===== src/rtl/shift_seq_ctrl.sv =====
// -----------------------------------------------------------------------------
// shift_seq_ctrl
// Multi-cycle sequencer for the execute-stage 32-bit logarithmic shifter.
// A single shift layer is reused across clocks: layer cnt (shift by 2^cnt) is
// applied on each SHIFT edge when amt[cnt] is set, giving SLL/SRL/SRA.
//
// Optional feature (macro SHIFT_SEQ_EARLY_EXIT_EN): leave SHIFT as soon as
// no amount bit above the current layer remains set. Results are identical
// in both builds; only the latency differs.
//
// Ports:
//   clk        in   system clock, rising edge
//   rst        in   synchronous active-high reset (priority over everything)
//   in_valid   in   request valid
//   in_ready   out  block can accept a request (IDLE only)
//   in_op      in   00 SLL, 01 SRL, 11 SRA, 10 SLL
//   in_a       in   operand to shift
//   in_amt     in   shift amount
//   kill       in   abort any operation in flight
//   out_valid  out  result valid (DONE)
//   out_ready  in   consumer accepts result
//   out_s      out  shifted result, held until the next result
//   busy       out  high in SHIFT or DONE
// -----------------------------------------------------------------------------
module shift_seq_ctrl #(
    parameter int XLEN  = 32,
    parameter int AMT_W = 5
) (
    input  logic             clk,
    input  logic             rst,
    input  logic             in_valid,
    output logic             in_ready,
    input  logic [1:0]       in_op,
    input  logic [XLEN-1:0]  in_a,
    input  logic [AMT_W-1:0] in_amt,
    input  logic             kill,
    output logic             out_valid,
    input  logic             out_ready,
    output logic [XLEN-1:0]  out_s,
    output logic             busy
);

    typedef enum logic [1:0] {
        ST_IDLE  = 2'd0,
        ST_SHIFT = 2'd1,
        ST_DONE  = 2'd2
    } state_t;

    state_t           r_state;
    state_t           w_state_nxt;

    logic [XLEN-1:0]  r_data;
    logic [XLEN-1:0]  r_out;
    logic [AMT_W-1:0] r_amt;
    logic [2:0]       r_cnt;
    logic             r_right;
    logic             r_sign;

    logic             w_accept;
    logic             w_last;
    logic [AMT_W-1:0] w_step;
    logic [AMT_W-1:0] w_rest;
    logic [XLEN-1:0]  w_shr;
    logic [XLEN-1:0]  w_fill;
    logic [XLEN-1:0]  w_layer;

    // A request is taken only in IDLE and only when no abort is pending.
    assign w_accept = (r_state == ST_IDLE) && in_valid && !kill;

    // Single shift layer: shift by 2^cnt when amt[cnt] is set, else hold.
    always_comb begin
        w_step  = AMT_W'(1) << r_cnt;
        w_shr   = r_data >> w_step;
        // SRA fill comes from the sign captured at accept, so it is the
        // same for every layer regardless of what the data has become.
        w_fill  = ~({XLEN{1'b1}} >> w_step);
        w_layer = r_data;
        if (r_amt[r_cnt]) begin
            if (r_right) begin
                if (r_sign) begin
                    w_layer = w_shr | w_fill;
                end else begin
                    w_layer = w_shr;
                end
            end else begin
                w_layer = r_data << w_step;
            end
        end else begin
            w_layer = r_data;
        end
    end

    // Decide whether the layer processed at this edge is the final one.
    always_comb begin
        w_rest = r_amt >> (r_cnt + 3'd1);
`ifdef SHIFT_SEQ_EARLY_EXIT_EN
        // No higher amount bits left: the remaining layers would all hold.
        w_last = (r_cnt == 3'd4) || (w_rest == {AMT_W{1'b0}});
`else
        w_last = (r_cnt == 3'd4);
`endif
    end

    // Next-state logic; kill overrides every transition including delivery.
    always_comb begin
        w_state_nxt = r_state;
        if (kill) begin
            w_state_nxt = ST_IDLE;
        end else begin
            case (r_state)
                ST_IDLE: begin
                    if (in_valid) begin
                        w_state_nxt = ST_SHIFT;
                    end else begin
                        w_state_nxt = ST_IDLE;
                    end
                end
                ST_SHIFT: begin
                    if (w_last) begin
                        w_state_nxt = ST_DONE;
                    end else begin
                        w_state_nxt = ST_SHIFT;
                    end
                end
                ST_DONE: begin
                    if (out_ready) begin
                        w_state_nxt = ST_IDLE;
                    end else begin
                        w_state_nxt = ST_DONE;
                    end
                end
                default: w_state_nxt = ST_IDLE;
            endcase
        end
    end

    // State register.
    always_ff @(posedge clk) begin
        if (rst) begin
            r_state <= ST_IDLE;
        end else begin
            r_state <= w_state_nxt;
        end
    end

    // Datapath registers: operand capture, layer stepping, result latch.
    always_ff @(posedge clk) begin
        if (rst) begin
            r_data  <= {XLEN{1'b0}};
            r_out   <= {XLEN{1'b0}};
            r_amt   <= {AMT_W{1'b0}};
            r_cnt   <= 3'd0;
            r_right <= 1'b0;
            r_sign  <= 1'b0;
        end else if (w_accept) begin
            r_data  <= in_a;
            r_amt   <= in_amt;
            r_cnt   <= 3'd0;
            r_right <= in_op[0];
            r_sign  <= (in_op == 2'b11) && in_a[XLEN-1];
        end else if ((r_state == ST_SHIFT) && !kill) begin
            r_data <= w_layer;
            r_cnt  <= r_cnt + 3'd1;
            // The result register only changes when a new result is ready,
            // so out_s keeps the previous value through IDLE and SHIFT.
            if (w_last) begin
                r_out <= w_layer;
            end
        end
    end

    // Handshake and status outputs decoded from the state register.
    always_comb begin
        in_ready  = 1'b0;
        out_valid = 1'b0;
        busy      = 1'b0;
        case (r_state)
            ST_IDLE: begin
                in_ready = 1'b1;
            end
            ST_SHIFT: begin
                busy = 1'b1;
            end
            ST_DONE: begin
                out_valid = 1'b1;
                busy      = 1'b1;
            end
            default: begin
                in_ready  = 1'b0;
                out_valid = 1'b0;
                busy      = 1'b0;
            end
        endcase
    end

    assign out_s = r_out;

endmodule


===== config.mk =====
export PLATFORM = sky130hd
export DESIGN_NAME = shift_seq_ctrl
export DESIGN_NICKNAME = d
export VERILOG_FILES = /design/src/rtl/shift_seq_ctrl.sv
export SDC_FILE = /design/constraint.sdc
export NUM_CORES = 1
export LEC_CHECK = 0
export BUFFER_PORTS_ARGS = -buffer_cell sky130_fd_sc_hd__buf_2
export CAP_MARGIN = 20
export CELL_PAD_IN_SITES_DETAIL_PLACEMENT = 2
export CELL_PAD_IN_SITES_GLOBAL_PLACEMENT = 2
export CORE_MARGIN = 2
export CORE_UTILIZATION = 25
export DETAILED_ROUTE_END_ITERATION = 8
export PLACE_DENSITY_LB_ADDON = 0.1
export SETUP_SLACK_MARGIN = 0.15
export SLEW_MARGIN = 10
export SYNTH_ARGS = -nofsm -noshare
export SYNTH_HDL_FRONTEND = slang
export SYNTH_SLANG_ARGS = --single-unit

===== constraint.sdc =====
create_clock -name clk -period 7.85 [get_ports clk]
set_input_delay 0.3925 -clock clk [delete_from_list [all_inputs] [get_ports clk]]
set_output_delay 0.3925 -clock clk [all_outputs]
set_load 0.01 [all_outputs]

Yosys cells after proc, flatten, opt, wreduce, memory -nomap -nowiden
Index checks and enable logic that the tools add are counted.
{ "word_totals": {"regBits": 76, "in_bits": 44} }
{ "classes": {"addsub": 1, "order_cmp": 1, "eq_ne": 4, "shift": 4, "n_mux": 14, "n_bitwise": 3, "n_reduce_logical": 11} }
{ "ops": {"columns": ["operator", "count"], "rows": [
  ["$mux W32", 5],
  ["$not A32 Y32", 1],
  ["$or A32 B32 Y32", 1],
  ["$shl A32 B5 Y32", 1],
  ["$shr A32 B5 Y32", 1],
  ["$shr A32 B5 Y32 const A", 1],
  ["$pmux W2 S3", 1],
  ["$reduce_or A2 Y1", 3],
  ["$mux W1", 5],
  ["$shl A1 B3 Y5 const A", 1],
  ["$eq A2 B2 Y1 const B", 2],
  ["$logic_and A1 B1 Y1", 4],
  ["$lt A3 B4 Y1 const B", 1],
  ["$mux W2", 2],
  ["$add A3 B1 Y3 const B", 1],
  ["$bmux W1 S3", 1],
  ["$eq A3 B3 Y1 const B", 1],
  ["$reduce_and A3 Y1", 1],
  ["$eq A2 B1 Y1 const B", 1],
  ["$logic_not A2 Y1", 1],
  ["$reduce_bool A2 Y1", 1],
  ["$logic_not A1 Y1", 1],
  ["$not A1 Y1", 1]
]} }

Logic depth before layout (Yosys ltp)
{ "depth": {"word_depth": 9, "mapped_depth": 12, "ltp_nobuf": 8} }

Worst setup path after synthesis
Ideal clock, no wire load.
{ "synth_timing": {"path_type": "register to register", "from": "register r_cnt[2]", "to": "register r_out[19], in the netlist out_s[19]", "arrival_ns": 2.379, "t_required_ns": 7.771, "slack_ns": 5.392, "stages_incl_launch_ff": 13, "synth_period_minus_slack_ns": 2.458, "path_cell_list": "dfxtp_1 buf_2 inv_2 buf_2 ha_1 buf_2 buf_1 nand4b_1 o2111ai_1 nor3_1 a211oi_2 nand4_1 a211oi_2"} }
{ "synth_between": {"elab_chain_cells": 7, "word_cells_on_any_way": 13} }
{ "synth_lines": {"columns": ["item", "line_no", "text"], "rows": [
  ["from (decl)", "55", "logic [2:0] r_cnt;"],
  ["from (signal assigned)", "163", "r_cnt <= r_cnt + 3'd1;"],
  ["$shl A1 B3 Y5", "72", "w_step = AMT_W'(1) << r_cnt;"],
  ["$shr A32 B5 Y32", "76", "w_fill = ~({XLEN{1'b1}} >> w_step);"],
  ["$not A32 Y32", "76", null],
  ["$or A32 B32 Y32", "81", "w_layer = w_shr | w_fill;"],
  ["$mux W32", "80", "if (r_sign) begin"],
  ["$mux W32", "79", "if (r_right) begin"],
  ["$mux W32", "78", "if (r_amt[r_cnt]) begin"],
  ["to (signal assigned)", "150", "r_out <= {XLEN{1'b0}};"],
  ["to (signal assigned)", "167", "r_out <= w_layer;"],
  ["to (decl)", "53", "logic [XLEN-1:0] r_out;"]
]} }
Several ways; a longest one is shown, not always the timed one. The select of a mux whose other input is x is not followed.
A chain may end at the register's enable or synchronous reset.

Worst setup path in the final report
{ "layout_timing": {"from": "register r_cnt[0]", "to": "register r_data[18]"} }
{ "layout_between": {"elab_chain_cells": 9, "word_cells_on_any_way": 13} }
{ "layout_lines": {"columns": ["item", "line_no", "text"], "rows": [
  ["$shl A1 B3 Y5", "72", null],
  ["$shr A32 B5 Y32", "76", null],
  ["$not A32 Y32", "76", null],
  ["$or A32 B32 Y32", "81", null],
  ["$mux W32", "80", null],
  ["$mux W32", "79", null],
  ["$mux W32 (*)", "78", null],
  ["$mux W32 (*)", "161", "end else if ((r_state == ST_SHIFT) && !kill) begin"],
  ["$mux W32 (*)", "155", "end else if (w_accept) begin"],
  ["to (signal assigned)", "149", "r_data <= {XLEN{1'b0}};"],
  ["to (signal assigned)", "156", "r_data <= in_a;"],
  ["to (signal assigned)", "162", "r_data <= w_layer;"],
  ["to (decl)", "52", "logic [XLEN-1:0] r_data;"]
]} }
Every way passes the cells marked *; elsewhere a longest branch is shown, timed or not. The select of a mux whose other input is x is not followed.

==> flow_summary.toml <==
[clock_tree]
clkLatencyLatePin_ns = 0.37
cts_resized = 0
post-cts-setup-buffers = 0
ctsRootBufferMaster = "clkbuf_16"
cts_buffer_depth = 2
tritoncts = "built"
cts_buffers = 9
clk_pin_slew_worst_paths_ns = 0.06
postCtsHoldBufs = 0
cts.sinks = 76
htreeDepth = 3

[timing]
report.final.slew_viol_count = 0
finalCriticalPeriod_ns = 4.538
worstMarginPinSlew_ns = 1.154
rsz0062_at_grt = "no"
slew_headroom = 0.2236
hold_viol_final = 0
finalSetupTns_ns = 0
skew_ns = 0.009945
fmax_ghz = 0.2204
setup_viol = 0
finalCritPeriodShare = 0.5781

[die]
ios = 79
die_w_microns = 190.8
coreArea_sq_um = 34460
die_area_sq_um = 36420
num_rows = 68
fp.dieH_microns = 190.8
start_util = 0.2533

[power_and_ir_drop]
leakagePower_nw = 3.462
power.total_mw = 1.275
ir_worst_vdd_uv = 100.3
power_density_nw_per_um2 = 133.3

[drt]
vias = 10180
wl_mm = 54.73
wl_per_cell_microns = 34.58
route.detailed.drc = 0
dr.pass1.iters = 6
ant_nets = 0
via_per_inst = 6.429
drtIter0Drc = 996

[synthesis]
ys_types = 101
synth_seq_area_share = 0.1743
synth.ff_latch_count = 76
yosys.area.top_type = "dfxtp_1"
synth_edf_count = 0
yosys.area_share.simple = 0.2156
synth_compound_area_frac = 0.3732
yosys_warnings = 0
muxShareOfSynthArea = 0.1260
ys_async_sr_fraction = 0
synthDominantCellAreaShare = 0.1743
syn_nets = 1188
synth_xor_area_frac = 0.001004
synth_cells = 1135
synth_top_family_by_area = "compound AO/OA/AOI/OAI gates"
synth_area_leaders = "dfxtp_1, mux2i_1, a21oi_1"
synth_ff_type = "dfxtp_1"
synthAdderAreaFrac = 0.01290
avgSynthCellArea_sq_um = 7.689
netlist_area_sq_um = 8727

[grt]
use_met2 = 0.4518
antenna_found_initial = 2
grt_use_met3 = 0.06367
grt_pass1_vias = 10370
use_met1 = 0.4215
grt_pass1_wl_mm = 78.44
overflow = 0
track_usage = 0.3004
grt_max_degree = 68
busiest_layer = "met2"

[setup_path]
r2r-end = "r_data[18]"
crit_arrival_ns = 4.75
cpPeakStageDelay_ns = 0.72
cp_cell_sequence = "inv_1, ha_4, buf_4, or3_1, nand2_4, a2111oi_1, nor2_1, o32ai_1, o32ai_1"
worst-r2r-cell-count = 9
worst_path_most_repeated_cell = "o32ai_1"
cp.required_ns = 8.06
cpMaxStageDelayCell = "ha_4"
regToRegStartpoint = "r_cnt[0]"
cp-start-kind = "register"
cp_max_fo = 63
crit_type = "reg -> reg"
rrSetupSlack_ns = 3.31
endpoint_kind = "register"

[placed_design]
finalWeightedCongestion = 0.9819
portBuffers = 78
hpwl_mm = 39.85
place_area_sq_um = 9233

[min_path]
hp-class = "in -> reg"
worstHoldEndpoint = "r_amt[3]"
hp-start = "in_amt[3]"
hold_depth = 3

[layout]
fin_nets = 1175
syn_to_final_growth_pct = 9.634
drive_above_1_share = 0.2014
fin_area_sq_um = 9568

[job]
max_cap_viol_count = 0

[run_status]
status = "completed"
[metal layers]
metal  up-vias  wire length [microns]
li1       4379                      -
met5         -                      0
met4         0                   1742
met2       447                  23570
met1      5262                  25280
met3        89                   4148
[critical path, delay by kind of cell, from the launching register on]
family                     cells  cell delay (ns)
AOI/OAI and AO/OA              3             1.54
adders and majority gates      1             0.72
buffers and inverters          2             0.84
DFF                            1             0.38
and+or+nand+nor                3             0.84
[how the worst max path moves through the flow]
stage / end / slack, ns / startpoint / cells after the start
2_1_floorplan: out_s[19] / 5.39 / r_cnt[2] / 12
4_1_cts: r_data[18] / 3.45 / r_cnt[0] / 9
3_5_place_dp: r_data[18] / 3.47 / r_cnt[0] / 9
3_3_place_gp: r_data[18] / 3.51 / r_cnt[0] / 9
5_1_grt: r_data[26] / 3.14 / r_cnt[0] / 9
6_report: r_data[18] / 3.31 / r_cnt[0] / 9
[cell type report]
cell class                 count  area (sq um)
clock inverter                 5         100.1
timing repair buffer         116         675.6
fill                        4068         24890
tap                          455         569.3
clock buffer                  11         232.7
multi-input combinational    899          6390
antenna                        1         2.502
sequential                    76          1523
inverter                      20         75.07
[kinds of logic after synthesis]
group	after synthesis
DFF	76
adders and majority gates	9
buffers and inverters	160
xor gates and xnor gates	1
and+or+nand+nor	358
muxes	93
AOI/OAI and AO/OA	438
[metrics by stage]
step                setup WS (ns)  cells    util  hold WS, ns
floorplan                   5.392   1135       -       0.4320
global placement            3.506   1566  0.2679       0.4511
detailed placement          3.465   1566  0.2679       0.4593
CTS                         3.452   1582  0.2776       0.2612
global route                3.135   1582  0.2776       0.2900
finish                      3.312   1583  0.2777       0.2650
[power by group]
part / internal (mW) / switching, mW
Clock: 0.310 / 0.186
Combinational: 0.110 / 0.243
Sequential: 0.395 / 0.0311
Total: 0.815 / 0.460
[flip-flops by register name, indices dropped and copies added, names as in the netlist]
| register | cells |
|---|---|
| r_sign | 1 |
| r_cnt | 3 |
| r_data | 32 |
| r_amt | 5 |
| r_right | 1 |
| r_state | 2 |
| out_s | 32 |
[placed cells by master, fill, tap and decap left out, types with 20 or more instances in the layout]
cell | synthesis | layout
buf_2 | 28 | 78
mux2i_1 | 51 | 51
nor3_1 | 26 | 26
nand2_1 | 96 | 96
dfxtp_1 | 76 | 75
o21ai_0 | 33 | 33
nor2_1 | 89 | 87
a21oi_1 | 85 | 85
a211oi_1 | 23 | 23
o22ai_1 | 32 | 32
nand3_1 | 30 | 30
mux2_2 | 27 | 27
a22oi_1 | 20 | 20
buf_4 | 15 | 38
[Yosys cell counts, types with 10 or more instances]
master     instances
nor2b_1           12
a31oi_1           16
nand2_1           96
mux4_2            10
buf_6             19
o211ai_1          14
and3_1            17
o21ai_1           12
o22ai_1           32
mux2_2            27
buf_4             15
mux2i_1           51
buf_2             28
o221ai_1          10
o21ai_0           33
o32ai_1           10
o31ai_1           15
nand2b_1          10
nor3_1            26
a221oi_1          19
nor2_1            89
a211o_1           10
inv_1             18
a21oi_1           85
a22o_1            10
o2bb2ai_1         16
clkbuf_1          72
nand3_1           30
o2111ai_1         10
a22oi_1           20
dfxtp_1           76
a211oi_1          23
(Power assumes the default switching activity.)
